==> src/rtl/riscv_mem_stage.sv <==
// riscv_mem_stage: MEM pipeline stage driving a req/gnt/rvalid data bus with a registered writeback result.
//   in : clk, rst (async, active high), rd_idx_i/rd_we_i/data_we_i/data_re_i/data_addr_i from EX/MEM,
//        store_data_i, mem_size_i (00 byte, 01 half, 1x word), mem_unsigned_i, alu_result_i,
//        dbus_gnt_i, dbus_rvalid_i, dbus_rdata_i
//   out: dbus_req_o/we_o/addr_o/be_o/wdata_o, stall_o, misalign_o, bus_err_o, rd_idx_o/rd_we_o/rd_wdata_o
module riscv_mem_stage #(
  parameter int TIMEOUT_CYCLES = 16,
  parameter int CNT_W = 5
) (
  input  logic        clk,
  input  logic        rst,
  input  logic [4:0]  rd_idx_i,
  input  logic        rd_we_i,
  input  logic        data_we_i,
  input  logic        data_re_i,
  input  logic [31:0] data_addr_i,
  input  logic [31:0] store_data_i,
  input  logic [1:0]  mem_size_i,
  input  logic        mem_unsigned_i,
  input  logic [31:0] alu_result_i,
  output logic        dbus_req_o,
  output logic        dbus_we_o,
  output logic [31:0] dbus_addr_o,
  output logic [3:0]  dbus_be_o,
  output logic [31:0] dbus_wdata_o,
  input  logic        dbus_gnt_i,
  input  logic        dbus_rvalid_i,
  input  logic [31:0] dbus_rdata_i,
  output logic        stall_o,
  output logic        misalign_o,
  output logic        bus_err_o,
  output logic [4:0]  rd_idx_o,
  output logic        rd_we_o,
  output logic [31:0] rd_wdata_o
);
  typedef enum logic [1:0] {IDLE, REQ, WAIT} state_t;
  localparam logic TO_EN = TIMEOUT_CYCLES != 0;
  localparam logic [CNT_W-1:0] LIM = CNT_W'(TIMEOUT_CYCLES == 0 ? 0 : TIMEOUT_CYCLES - 1);
  state_t state_q, state_d;
  logic [CNT_W-1:0] cnt_q, cnt_d;
  logic req_q, req_d, we_q, we_d, rd_we_q, rd_we_d, mis_q, mis_d, err_q, err_d, luns_q, luns_d;
  logic [31:0] addr_q, addr_d, wdata_q, wdata_d, rd_wdata_q, rd_wdata_d;
  logic [3:0] be_q, be_d;
  logic [4:0] lidx_q, lidx_d, rd_idx_q, rd_idx_d;
  logic [1:0] lsize_q, lsize_d, loff_q, loff_d;
  logic access, misal, launch, done_st, done_ld, timeout;
  logic [31:0] sh, ld;
  assign access  = data_re_i | data_we_i;
  assign misal   = (mem_size_i == 2'b01 && data_addr_i[0]) || (mem_size_i[1] && |data_addr_i[1:0]);
  assign launch  = state_q == IDLE && access && !misal;
  assign done_st = state_q == REQ && dbus_gnt_i && we_q;
  assign done_ld = state_q == WAIT && dbus_rvalid_i;
  // completion on the limit cycle wins over the abort
  assign timeout = TO_EN && state_q != IDLE && !done_st && !done_ld && cnt_q == LIM;
  // a load's gnt is not completion: stay stalled until rvalid so the held instruction is not skipped
  assign stall_o = launch || (state_q == REQ && !done_st && !timeout) || (state_q == WAIT && !done_ld && !timeout);
  assign sh = dbus_rdata_i >> {loff_q, 3'b000};
  assign ld = lsize_q == 2'b00 ? {{24{!luns_q && sh[7]}}, sh[7:0]} :
              lsize_q == 2'b01 ? {{16{!luns_q && sh[15]}}, sh[15:0]} : dbus_rdata_i;
  always_comb begin
    state_d = state_q;
    cnt_d = cnt_q;
    req_d = req_q;
    we_d = we_q;
    addr_d = addr_q;
    be_d = be_q;
    wdata_d = wdata_q;
    lidx_d = lidx_q;
    lsize_d = lsize_q;
    luns_d = luns_q;
    loff_d = loff_q;
    rd_idx_d = rd_idx_q;
    rd_wdata_d = rd_wdata_q;
    rd_we_d = 1'b0;
    mis_d = 1'b0;
    err_d = 1'b0;
    if (launch) begin
      state_d = REQ;
      cnt_d = '0;
      req_d = 1'b1;
      we_d = data_we_i;
      addr_d = {data_addr_i[31:2], 2'b00};
      be_d = mem_size_i == 2'b00 ? 4'b0001 << data_addr_i[1:0] :
             mem_size_i == 2'b01 ? 4'b0011 << {data_addr_i[1], 1'b0} : 4'b1111;
      wdata_d = mem_size_i == 2'b00 ? {4{store_data_i[7:0]}} :
                mem_size_i == 2'b01 ? {2{store_data_i[15:0]}} : store_data_i;
      lidx_d = rd_idx_i;
      lsize_d = mem_size_i;
      luns_d = mem_unsigned_i;
      loff_d = data_addr_i[1:0];
    end else if (state_q == IDLE && access) begin
      mis_d = 1'b1;
    end else if (state_q == IDLE) begin
      rd_idx_d = rd_idx_i;
      rd_wdata_d = alu_result_i;
      rd_we_d = rd_we_i && rd_idx_i != 5'd0;
    end else if (done_ld) begin
      state_d = IDLE;
      rd_idx_d = lidx_q;
      rd_wdata_d = ld;
      rd_we_d = lidx_q != 5'd0;
    end else if (done_st || timeout) begin
      state_d = IDLE;
      req_d = 1'b0;
      err_d = timeout;
    end else begin
      cnt_d = cnt_q + 1'b1;
      if (state_q == REQ && dbus_gnt_i) begin
        state_d = WAIT;
        req_d = 1'b0;
      end
    end
  end
  always_ff @(posedge clk or posedge rst) begin
    if (rst) begin
      state_q <= IDLE;
      cnt_q <= '0;
      req_q <= 1'b0;
      we_q <= 1'b0;
      addr_q <= '0;
      be_q <= '0;
      wdata_q <= '0;
      lidx_q <= '0;
      lsize_q <= '0;
      luns_q <= 1'b0;
      loff_q <= '0;
      rd_idx_q <= '0;
      rd_wdata_q <= '0;
      rd_we_q <= 1'b0;
      mis_q <= 1'b0;
      err_q <= 1'b0;
    end else begin
      state_q <= state_d;
      cnt_q <= cnt_d;
      req_q <= req_d;
      we_q <= we_d;
      addr_q <= addr_d;
      be_q <= be_d;
      wdata_q <= wdata_d;
      lidx_q <= lidx_d;
      lsize_q <= lsize_d;
      luns_q <= luns_d;
      loff_q <= loff_d;
      rd_idx_q <= rd_idx_d;
      rd_wdata_q <= rd_wdata_d;
      rd_we_q <= rd_we_d;
      mis_q <= mis_d;
      err_q <= err_d;
    end
  end
  assign dbus_req_o = req_q;
  assign dbus_we_o = we_q;
  assign dbus_addr_o = addr_q;
  assign dbus_be_o = be_q;
  assign dbus_wdata_o = wdata_q;
  assign misalign_o = mis_q;
  assign bus_err_o = err_q;
  assign rd_idx_o = rd_idx_q;
  assign rd_we_o = rd_we_q;
  assign rd_wdata_o = rd_wdata_q;
endmodule

==> config.mk <==
export PLATFORM = sky130hd
export DESIGN_NAME = riscv_mem_stage
export DESIGN_NICKNAME = d
export VERILOG_FILES = /design/src/rtl/riscv_mem_stage.sv
export SDC_FILE = /design/constraint.sdc
export NUM_CORES = 1
export LEC_CHECK = 0
export ABC_CLOCK_PERIOD_IN_PS = 4100
export CORE_AREA = 4 4 175 109
export CTS_BUF_LIST = sky130_fd_sc_hd__clkbuf_2
export DETAILED_ROUTE_END_ITERATION = 8
export DIE_AREA = 0 0 179 113
export PLACE_DENSITY = 0.67
export SYNTH_ARGS = -nofsm -noshare
export SYNTH_HDL_FRONTEND = slang
export SYNTH_SLANG_ARGS = --single-unit
==> constraint.sdc <==
create_clock -name clk -period 4.1 [get_ports clk]
set_input_delay 0.41 -clock clk [delete_from_list [all_inputs] [get_ports clk]]
set_output_delay 0.41 -clock clk [all_outputs]
set_load 0.03 [all_outputs]
==> results of run 1 <==
-- power groups by stage --
stage               clock network [mW]  registers [mW]  logic, mW
finish                           0.880            2.27       4.10
global route                     0.976            2.35       4.39
CTS                              0.924            2.27       4.12
detailed placement                   0            2.30       4.11
global placement                     0            2.28       4.09
floorplan                            0            3.20       1.57
-- layout by cell type, fill, tap and decap left out, types with 2 or more instances in the layout --
cell type,instances
sky130_fd_sc_hd__a211oi_1,15
sky130_fd_sc_hd__or4_1,2
sky130_fd_sc_hd__mux2_2,50
sky130_fd_sc_hd__xnor2_1,2
sky130_fd_sc_hd__a31oi_1,5
sky130_fd_sc_hd__mux2i_1,37
sky130_fd_sc_hd__clkinv_4,3
sky130_fd_sc_hd__ha_1,2
sky130_fd_sc_hd__nor2b_1,3
sky130_fd_sc_hd__clkbuf_2,18
sky130_fd_sc_hd__a21o_1,2
sky130_fd_sc_hd__o22ai_1,2
sky130_fd_sc_hd__nand2b_1,8
sky130_fd_sc_hd__nor3_1,26
sky130_fd_sc_hd__dfrtp_1,125
sky130_fd_sc_hd__and3_1,2
sky130_fd_sc_hd__o31ai_1,2
sky130_fd_sc_hd__o221ai_1,8
sky130_fd_sc_hd__inv_6,7
sky130_fd_sc_hd__a222oi_1,6
sky130_fd_sc_hd__a211oi_2,12
sky130_fd_sc_hd__clkinvlp_4,2
sky130_fd_sc_hd__nor2_1,61
sky130_fd_sc_hd__nand2_1,46
sky130_fd_sc_hd__a21oi_1,47
sky130_fd_sc_hd__bufinv_16,3
sky130_fd_sc_hd__a2bb2oi_1,7
sky130_fd_sc_hd__buf_4,10
sky130_fd_sc_hd__o21ai_0,31
sky130_fd_sc_hd__clkdlybuf4s50_1,251
sky130_fd_sc_hd__conb_1,2
sky130_fd_sc_hd__inv_1,5
-- cells by family (layout without fill, tap and decap cells) --
kind of cell,count (synthesis),in the layout,synth area share (%)
buffers and inverters,48,300,4.227
DFF,125,125,51.80
and+or+nand+nor,158,158,11.69
AOI/OAI and AO/OA,142,142,16.06
other,1,2,0.06210
adders and majority gates,2,2,0.4144
xor gates and xnor gates,2,2,0.2901
muxes,87,87,15.46
-- how the worst max path moves through the flow --
stage / slack [ns] / to / depth (start not counted) / from
after CTS: 0.93 / stall_o / 5 / cnt_q[0]
after floorplan: 0.36 / bus_err_o / 1 / rst
after global routing: 0.78 / stall_o / 5 / cnt_q[0]
after global placement: 1.44 / stall_o / 6 / mem_size_i[0]
final: 1.02 / stall_o / 5 / cnt_q[0]
after detailed placement: 1.44 / rd_idx_o[0] / 6 / data_we_i
-- critical path, stage by stage (launching register included) --
cell and delay (ns):
sky130_fd_sc_hd__dfrtp_1 0.45, sky130_fd_sc_hd__ha_1 0.22, sky130_fd_sc_hd__and3_1 0.19, sky130_fd_sc_hd__ha_1 0.25, sky130_fd_sc_hd__o21ai_0 0.19, sky130_fd_sc_hd__clkdlybuf4s50_1 0.71
-- metal layers --
metal,up-vias,wire [um],track usage [%]
met2,227,8135,26.21
li1,2518,-,-
met4,0,178,3.015
met3,17,2210,8.881
met5,-,0,0
met1,2572,9081,27.80
-- through the flow --
step	hold slack [ns]	total power [mW]	utilization [%]	area, um^2
6_report	0.2767	7.247	51.05	9005
5_1_grt	0.1785	7.717	51.05	9005
4_1_cts	0.2049	7.316	51.05	9005
3_5_place_dp	0.4715	6.410	49.50	8731
3_3_place_gp	0.4610	6.367	49.50	8731
2_1_floorplan	0.4372	4.762	-	6042
-- final cells by class --
type | instances | area (um^2)
tap | 240 | 300.3
sequential | 125 | 3128
fill | 1634 | 8635
multi-input combinational | 393 | 2668
inverter | 6 | 27.53
timing repair buffer | 262 | 2608
clock buffer | 18 | 90.09
clock inverter | 14 | 183.9
-- registers in the layout, summed over array words and instances, names as in the netlist, 2 cells and up --
signal / cells
cnt_q: 5
dbus_addr_o: 30
dbus_be_o: 4
dbus_wdata_o: 32
lidx_q: 5
loff_q: 2
lsize_q: 2
rd_idx_o: 5
rd_wdata_o: 32
state_q: 2
==> metrics.md, run 1 <==
| Metric | Value |
|---|---|
| Run status | finished clean |
| CTS tree | done |
| Wire length per cell after detailed routing | 18.53 um |
| Part of the total power dissipated in sequential elements | 31.3% |
| Floorplan row count | 38 |
| Share of total power in the clock network | 12.2% |
| Crit start category | register |
| GRT Resource Usage Total | 19.05% |
| Area growth syn-to-layout | 49.13% |
| Count of yosys warnings during synthesis | 0 |
| Hold WC Path Type | input pin to asynchronous set/reset pin |
| Setup Buffers After CTS | 0 |
| Worst reg2reg path endpoint | rd_wdata_o[29] |
| Post-detailed-route count of antenna-violating nets | 0 |
| Worst Skew | 0.03258 ns |
| Part of the total power dissipated in combinational logic | 56.6% |
| Starting density of the core | about a third |
| Detail Placement HPWL | roughly 14 mm |
| Cts bufs inserted | 17 |
| Via count of the first global-routing pass | between 5000 and 6000 |
| Routed wire length | 19.61 mm |
| First DRT Iteration DRCs | between 300 and 400 |
| Ranking of synthesized cells by area | sky130_fd_sc_hd__dfrtp_1, sky130_fd_sc_hd__mux2_2, sky130_fd_sc_hd__mux2i_1 |
| FF+latch count, synth | 125 |
| Post-route minimum period | a little over 3 ns |
| Routability congestion estimate | between 0.8 and 0.9 |
| Setup repair after global routing missed its margin | no |
| Achievable Freq | 0.3251 GHz |
| Grt ovf | 0 |
| Syn Inst Count | 565 |
| Fraction of the cycle the final worst path needs | roughly three quarters |
| Largest voltage drop on the vdd net | 397.6 uV |
| Clock edge transition at the registers on the reported setup and hold paths | 0.22 ns |
| Worst-Skew Late Latency | 0.69 ns |
| Floorplan die area | between 20000 and 25000 um^2 |
| PostCTS Resize Cnt | 0 |
| Crit path DAT | ~2.7 ns |
| Fraction of power spent switching nets | 45.48% |
| Max Transition Viols Final | 0 |
| Max FO, Critical Path | 5 |
| Final setup slack of the worst path | 1.024 ns |
| Number of nets at the end of the flow | 950 |
| Core region area | roughly 18000 um^2 |
| Path depth of the worst reg2reg path | 4 |
| Fraction of synthesized cell area taken by the top area cell type | 51.80% |
| Number of DRC violations after detailed routing | 0 |
| Proportion of synthesized flip-flops having asynchronous set or reset | 100.0% |
| Level count of the clock H-tree | 4 |
| Antenna fix cells | 0 |
| Largest area contributor in the synthesized netlist | sky130_fd_sc_hd__dfrtp_1 |
| Maximum number of pins on one net before global-route repair | 109 |
| Worst Setup Path Type | register to output pin |
| Headroom to the max-slew limit | 19.03% |
| Antenna violations before repair | 0 |
| Count of different cell masters after synthesis | 45 |
| Final-layout setup total negative slack | 0 ns |
| Iteration count of the initial detailed-routing pass | 7 |
| Max Root-Sink Buffers | 2 |
| Cell-internal power | 3.951 mW |
| Flop-to-flop setup slack | 1.49 ns |
| Max Cap Viol | 0 |
| Number of endpoints with negative hold slack in the final report | 0 |
| Vertical extent of the die | 113 um |
| Top Ports | about 250 |
| Die Wd | between 150 and 200 um |
| Critical Path Sink Type | output pin |
| Most frequently used flop master after synthesis | sky130_fd_sc_hd__dfrtp_1 |
| Sequential fraction of the synthesis area | 51.80% |
| Layout cells sized above 1 | 13.69% |
| Routed vias | 5334 |
| Root Driver | sky130_fd_sc_hd__clkbuf_2 |
| Cell with the most instances after synthesis | sky130_fd_sc_hd__dfrtp_1 |
| List of most frequent post-synthesis cells | sky130_fd_sc_hd__dfrtp_1, sky130_fd_sc_hd__nor2_1, sky130_fd_sc_hd__mux2_2, sky130_fd_sc_hd__a21oi_1, sky130_fd_sc_hd__nand2_1 |
| Final std cells w/o fill | between 1000 and 1500 |
| Number of hold buffers added after CTS | 0 |
| Placed cells | 1026 |
| Number of sinks handled by clock tree synthesis | 125 |
| PortBufs | ~250 |
| LEAKAGE | 3.688 nW |
| Required time worst endpoint | 3.69 ns |
| Cell area after technology mapping | 6038 um^2 |
| Setup Viol. Count Final | 0 |
| EDFF count, synth | 0 |
| First-pass GRT wire length | 30.28 mm |
| P per Cell Area | approximately 800 nW/um^2 |
| Worst slack at placement | 1.441 ns |
| Net load switching power | 3.296 mW |
| Mean instance size in the synthesized netlist | 10.69 um^2 |
| Average vias per placed instance | 5.042 |
| Origin of the critical flop-to-flop path | loff_q[1] |
| Transition time of the tightest slew-check pin | 1.215 ns |
No activity file was read; power rests on OpenSTA's default activity.
==> run 2: changes to the inputs <==
ABC_CLOCK_PERIOD_IN_PS = 2900   (was 4100)
clock period = 2.9 ns   (was 4.1 ns; I/O delays follow)
==> metrics.md, run 2 (synthesized netlist as in run 1, its figures left out) <==
| Metric | Value |
|---|---|
| Top Ports | 254 (unchanged) |
| Core region area | 17640 um^2 (unchanged) |
| Critical Path Sink Type | output pin |
| Path depth of the worst reg2reg path | 5 (+1) |
| Floorplan die area | 20230 um^2 (unchanged) |
| Max Transition Viols Final | 0 (unchanged) |
| Routed wire length | 19.74 mm (+0.70%) |
| PostCTS Resize Cnt | 0 (unchanged) |
| Worst-Skew Late Latency | 0.68 ns (about the same) |
| Number of DRC violations after detailed routing | 0 (unchanged) |
| Achievable Freq | between 0.3 and 0.4 GHz |
| Transition time of the tightest slew-check pin | 1.126 ns (-0.08848 ns) |
| Final setup slack of the worst path | 0.2918 ns (-0.7323 ns) |
| Cts bufs inserted | 17 (unchanged) |
| Launch point of the worst path | cnt_q[0] |
| Run status | finished clean |
| Die Wd | 179 um (unchanged) |
| Average vias per placed instance | 5.003 (-0.77%) |
| Antenna fix cells | 0 (unchanged) |
| Floorplan row count | 38 (unchanged) |
| Worst reg2reg path endpoint | rd_wdata_o[29] |
| Number of sinks handled by clock tree synthesis | 125 (unchanged) |
| Endpoint of the worst setup timing path | stall_o |
| P per Cell Area | 1133 nW/um^2 (+41%) |
| Area growth syn-to-layout | 49.54% |
| Final standard cell utilization of the core | 51.19% (+0.14 points) |
| LEAKAGE | 3.699 nW (+0.29%) |
| Number of endpoints with negative hold slack in the final report | 0 (unchanged) |
| Clock edge transition at the registers on the reported setup and hold paths | 0.26 ns (+0.04 ns) |
| Max Cap Viol | 0 (unchanged) |
| Headroom to the max-slew limit | 24.93% (+5.9 points) |
| Required time worst endpoint | 2.61 ns (-1.08 ns) |
| Post-route minimum period | 2.608 ns |
| Number of nets at the end of the flow | 954 (+0.42%) |
| Root Driver | sky130_fd_sc_hd__clkbuf_2 |
| Level count of the clock H-tree | 4 (unchanged) |
| Setup Buffers After CTS | 0 (unchanged) |
| Iteration count of the initial detailed-routing pass | 6 (-1) |
| Setup repair after global routing missed its margin | no |
| Max Root-Sink Buffers | 2 (unchanged) |
| Starting density of the core | 34.23% (unchanged) |
| Detail Placement HPWL | 14.38 mm (+0.54%) |
| Crit path DAT | 2.32 ns (-0.35 ns) |
| Number of fill cells in the layout | 1642 (+0.49%) |
| Routed vias | 5313 (-0.39%) |
| Hold WC Path Type | input pin to asynchronous set/reset pin |
| Routability congestion estimate | 0.8396 (-2.3%) |
| Layout cells sized above 1 | 14.11% (+0.42 points) |
| Setup Viol. Count Final | 0 (unchanged) |
| First-pass GRT wire length | 30.42 mm (+0.46%) |
| Via count of the first global-routing pass | 5334 (-0.15%) |
| Maximum number of pins on one net before global-route repair | 126 (+16%) |
| First DRT Iteration DRCs | 320 (-8.6%) |
| Number of hold buffers added after CTS | 0 (unchanged) |
| Wire length per cell after detailed routing | 18.59 um (+0.32%) |
| Grt ovf | 0 (unchanged) |
| Post-detailed-route count of antenna-violating nets | 0 (unchanged) |
| Vertical extent of the die | 113 um (unchanged) |
| Flop-to-flop setup slack | 0.57 ns (-0.92 ns) |
| GRT Resource Usage Total | 19.11% (+0.060 points) |
| Hold Worst Slack | 0.1360 ns (-0.1406 ns) |
| PortBufs | 251 (unchanged) |
| Largest voltage drop on the vdd net | 630.6 uV (+59%) |
| Fraction of the cycle the final worst path needs | 89.94% |
| Crit start category | register |
| Origin of the critical flop-to-flop path | loff_q[1] |
| Leading cell type in the layout, fill and taps excluded | sky130_fd_sc_hd__clkdlybuf4s50_1 |
| Max FO, Critical Path | 5 (unchanged) |
| Worst Skew | 0.07277 ns (+0.04018 ns) |
| Worst Setup Path Type | register to output pin |
| Antenna violations before repair | 0 (unchanged) |
| Final-layout setup total negative slack | 0 ns (unchanged) |
| Most used cells in the layout excluding fill and tap cells | sky130_fd_sc_hd__clkdlybuf4s50_1, sky130_fd_sc_hd__dfrtp_1, sky130_fd_sc_hd__nor2_1 |
| Worst slack at placement | 0.5166 ns (-0.9249 ns) |
| CTS tree | done |
run 2: changes by cell type in the layout (fill, tap and decap cells not counted):
| cell | before | now |
|---|---|---|
| sky130_fd_sc_hd__buf_12 | 1 | 3 |
| sky130_fd_sc_hd__buf_4 | 10 | 13 |
| sky130_fd_sc_hd__bufinv_16 | 3 | 2 |
| sky130_fd_sc_hd__clkbuf_2 | 18 | 17 |
| sky130_fd_sc_hd__clkdlybuf4s50_1 | 251 | 250 |
| sky130_fd_sc_hd__clkinv_1 | 0 | 1 |
| sky130_fd_sc_hd__clkinv_2 | 0 | 1 |
| sky130_fd_sc_hd__clkinv_4 | 3 | 5 |
| sky130_fd_sc_hd__clkinvlp_4 | 2 | 3 |
| sky130_fd_sc_hd__inv_6 | 7 | 4 |
run 2: worst min path at each step:
stage | start | endpoint | slack, ns | depth (start not counted)
5_1_grt | rst | dbus_wdata_o[6] | 0.06 | 3
4_1_cts | rst | dbus_wdata_o[6] | 0.08 | 3
3_5_place_dp | dbus_wdata_o[25] | dbus_wdata_o[25] | 0.47 | 2
3_3_place_gp | cnt_q[3] | cnt_q[3] | 0.46 | 1
6_report | rst | dbus_wdata_o[6] | 0.14 | 3
2_1_floorplan | cnt_q[3] | cnt_q[3] | 0.44 | 1
run 2: cell type report:
| class | instances | area (um^2) | area share [%] |
|---|---|---|---|
| clock buffers | 17 | 85.08 | 0.9422 |
| clock inverters | 15 | 162.7 | 1.801 |
| inverters | 6 | 26.28 | 0.2910 |
| multi-input cells | 393 | 2668 | 29.54 |
| flip-flops and latches | 125 | 3128 | 34.64 |
| well taps | 240 | 300.3 | 3.325 |
| repair buffers | 266 | 2660 | 29.46 |
run 2: layer usage:
layer	share of wire, %	global-route usage, %	wire, um
met3	10	7.045	2066
met1	48	28.83	9396
met5	0	0	0
met4	1.1	3.730	215
met2	41	26.24	8064
run 2: where the power goes:
part | total (mW) | internal, mW | switching [mW]
clock network | 1.17 | 0.408 | 0.767
logic | 5.91 | 2.54 | 3.37
registers | 3.15 | 2.59 | 0.564
run 2: worst max-delay path, stage by stage, from the launching register on:
cell and delay [ns]:
sky130_fd_sc_hd__dfrtp_1 0.47, sky130_fd_sc_hd__ha_1 0.22, sky130_fd_sc_hd__and3_1 0.19, sky130_fd_sc_hd__ha_1 0.24, sky130_fd_sc_hd__o21ai_0 0.37, sky130_fd_sc_hd__buf_12 0.17
run 2: stage by stage:
stage / cells / cell area (um^2) / power (mW)
4_1_cts: 1062 / 9030 / 10.33
3_3_place_gp: 1030 / 8782 / 9.075
6_report: 1062 / 9030 / 10.24
3_5_place_dp: 1030 / 8782 / 9.133
5_1_grt: 1062 / 9030 / 10.90
2_1_floorplan: 566 / 6046 / 6.733
==> run 3: changes to the inputs <==
CORE_AREA = 2 2 173 107   (was 4 4 175 109)
DIE_AREA = 0 0 175 109   (was 0 0 179 113)
SLEW_MARGIN = 30   (was default)
==> metrics.md, run 3 (synthesized netlist as in run 1, its figures left out) <==
| Metric | Value |
|---|---|
| Run status | finished clean |
| GRT Resource Usage Total | 20.08% (+0.97 points) |
| Level count of the clock H-tree | 4 (unchanged) |
| Root Driver | sky130_fd_sc_hd__clkbuf_2 |
| Max Cap Viol | 0 (unchanged) |
| Floorplan die area | 19080 um^2 (-5.7%) |
| Setup Buffers After CTS | 0 (unchanged) |
| Routed wire length | 19.20 mm (-2.7%) |
| P per Cell Area | 1138 nW/um^2 (+0.44%) |
| Worst Setup Path Type | register to output pin |
| Required time worst endpoint | 2.61 ns (about the same) |
| Routed vias | 5372 (+1.1%) |
| Crit path DAT | 2.25 ns (-0.07 ns) |
| Maximum number of pins on one net before global-route repair | 126 (unchanged) |
| PostCTS Resize Cnt | 0 (unchanged) |
| Uppermost layer routed | met5 |
| Final-layout setup total negative slack | 0 ns (unchanged) |
| Placed cell areas | 8790 um^2 (about the same) |
| Floorplan row count | 38 (unchanged) |
| Headroom to the max-slew limit | 36.60% (+12 points) |
| Path depth of the worst reg2reg path | 5 (unchanged) |
| Transition time of the tightest slew-check pin | 0.9475 ns (-0.1786 ns) |
| First DRT Iteration DRCs | 332 (+3.8%) |
| Number of sinks handled by clock tree synthesis | 125 (unchanged) |
| Number of nets at the end of the flow | 955 (+0.10%) |
| Final setup slack of the worst path | 0.3624 ns (+0.07059 ns) |
| Max Root-Sink Buffers | 2 (unchanged) |
| Fraction of the cycle the final worst path needs | 87.50% (-2.4 points) |
| Top Ports | 254 (unchanged) |
| PortBufs | 251 (unchanged) |
| Via count of the first global-routing pass | 5165 (-3.2%) |
| Iteration count of the initial detailed-routing pass | 7 (+1) |
| Number of endpoints with negative hold slack in the final report | 0 (unchanged) |
| Crit start category | register |
| Post-detailed-route count of antenna-violating nets | 0 (unchanged) |
| Average vias per placed instance | 5.054 (+1.0%) |
| Number of hold buffers added after CTS | 0 (unchanged) |
| Leading cell type in the layout, fill and taps excluded | sky130_fd_sc_hd__clkdlybuf4s50_1 |
| First-pass GRT wire length | 29.41 mm (-3.3%) |
| Wire length on met1 | 9.244 mm (-1.6%) |
| Routability congestion estimate | 0.8038 (-4.3%) |
| Worst Skew | 0.03434 ns (-0.03843 ns) |
| Cts bufs inserted | 17 (unchanged) |
| Core region area | 17640 um^2 (unchanged) |
| Max FO, Critical Path | 16 (+11) |
| Setup repair after global routing missed its margin | no |
| Grt ovf | 0 (unchanged) |
| Worst slack at placement | 0.4782 ns (-0.03837 ns) |
| LEAKAGE | 3.719 nW (+0.56%) |
| Die Wd | 175 um (-2.2%) |
| Antenna fix cells | 0 (unchanged) |
| Final std cells w/o fill | 1063 (+0.094%) |
| Antenna violations before repair | 2 (+2) |
| Starting density of the core | 34.23% (unchanged) |
| Post-route cell area | 9079 um^2 (+0.54%) |
| Routed length on met3 | 1.859 mm (-10%) |
| Setup Viol. Count Final | 0 (unchanged) |
| Vertical extent of the die | 109 um (-3.5%) |
| Detail Placement HPWL | 13.89 mm (-3.4%) |
| Clock edge transition at the registers on the reported setup and hold paths | 0.22 ns (-0.04 ns) |
| Area growth syn-to-layout | 50.35% |
| Final standard cell utilization of the core | 51.47% (+0.28 points) |
| Largest voltage drop on the vdd net | 537.2 uV (-15%) |
| Hold Worst Slack | 0.1106 ns (-0.02546 ns) |
| Worst-Skew Late Latency | 0.67 ns (about the same) |
| Post-route minimum period | 2.538 ns (-0.07059 ns) |
| CTS tree | done |
| Hold WC Path Type | input pin to asynchronous set/reset pin |
| Max Transition Viols Final | 0 (unchanged) |
| Placed cells | 1031 (+0.097%) |
| Number of DRC violations after detailed routing | 0 (unchanged) |
| Met2 wire len | 7.968 mm (-1.2%) |
| Achievable Freq | 0.3941 GHz (+2.8%) |
| Post-layout total power | 10.34 mW (+0.98%) |
| Number of fill cells in the layout | 1618 (-1.5%) |
| Critical Path Sink Type | output pin |
| Most used cells in the layout excluding fill and tap cells | sky130_fd_sc_hd__clkdlybuf4s50_1, sky130_fd_sc_hd__dfrtp_1, sky130_fd_sc_hd__nor2_1 |
| Wire length per cell after detailed routing | 18.06 um (-2.8%) |
| Layout cells sized above 1 | 14.22% (+0.10 points) |
[run 3: cell types whose count changed in the layout (fill, tap and decap cells not counted), sizes merged]
cell and change:
bufinv +2, inv -3, buf +1, clkinvlp +1
[run 3: worst paths after layout]
kind,slack [ns],startpoint,end
min in group clk,0.21,data_addr_i[15],dbus_addr_o[15]
worst max-delay path,0.36,state_q[1],stall_o
worst min-delay path,0.11,rst,dbus_wdata_o[0]
worst max register to register,0.84,loff_q[1],rd_wdata_o[9]
worst min register to register,0.50,cnt_q[3],cnt_q[3]
max in group asynchronous,2.20,rst,rd_wdata_o[11]
[run 3: routing by layer]
metal	track usage [%]	vias up
met5	0	-
met1	29.06	2609
met4	4.167	2
li1	-	2534
met2	27.87	214
met3	8.298	13
[run 3: worst max-delay path: stages (launching register included)]
cell and delay [ns]:
sky130_fd_sc_hd__dfrtp_1 0.56, sky130_fd_sc_hd__nor2_2 0.05, sky130_fd_sc_hd__buf_4 0.21, sky130_fd_sc_hd__o211ai_4 0.29, sky130_fd_sc_hd__o21ai_0 0.24, sky130_fd_sc_hd__buf_4 0.23
[run 3: cell type report]
type,instances,area (um^2),area share [%]
sequential,125,3128,34.45
multi-input combinational,393,2675,29.47
timing repair buffer,267,2668,29.38
tap,240,300.3,3.308
clock inverter,15,196.4,2.164
clock buffer,17,85.08,0.9372
inverter,6,26.28,0.2894
[run 3: where the power goes]
group          total [mW]  internal (mW)  switching [mW]  leakage [nW]
Sequential           3.16           2.59           0.569          1.48
Clock                1.27          0.564           0.709         0.158
Combinational        5.90           2.53            3.37          2.08
Total                10.3           5.69            4.65          3.72
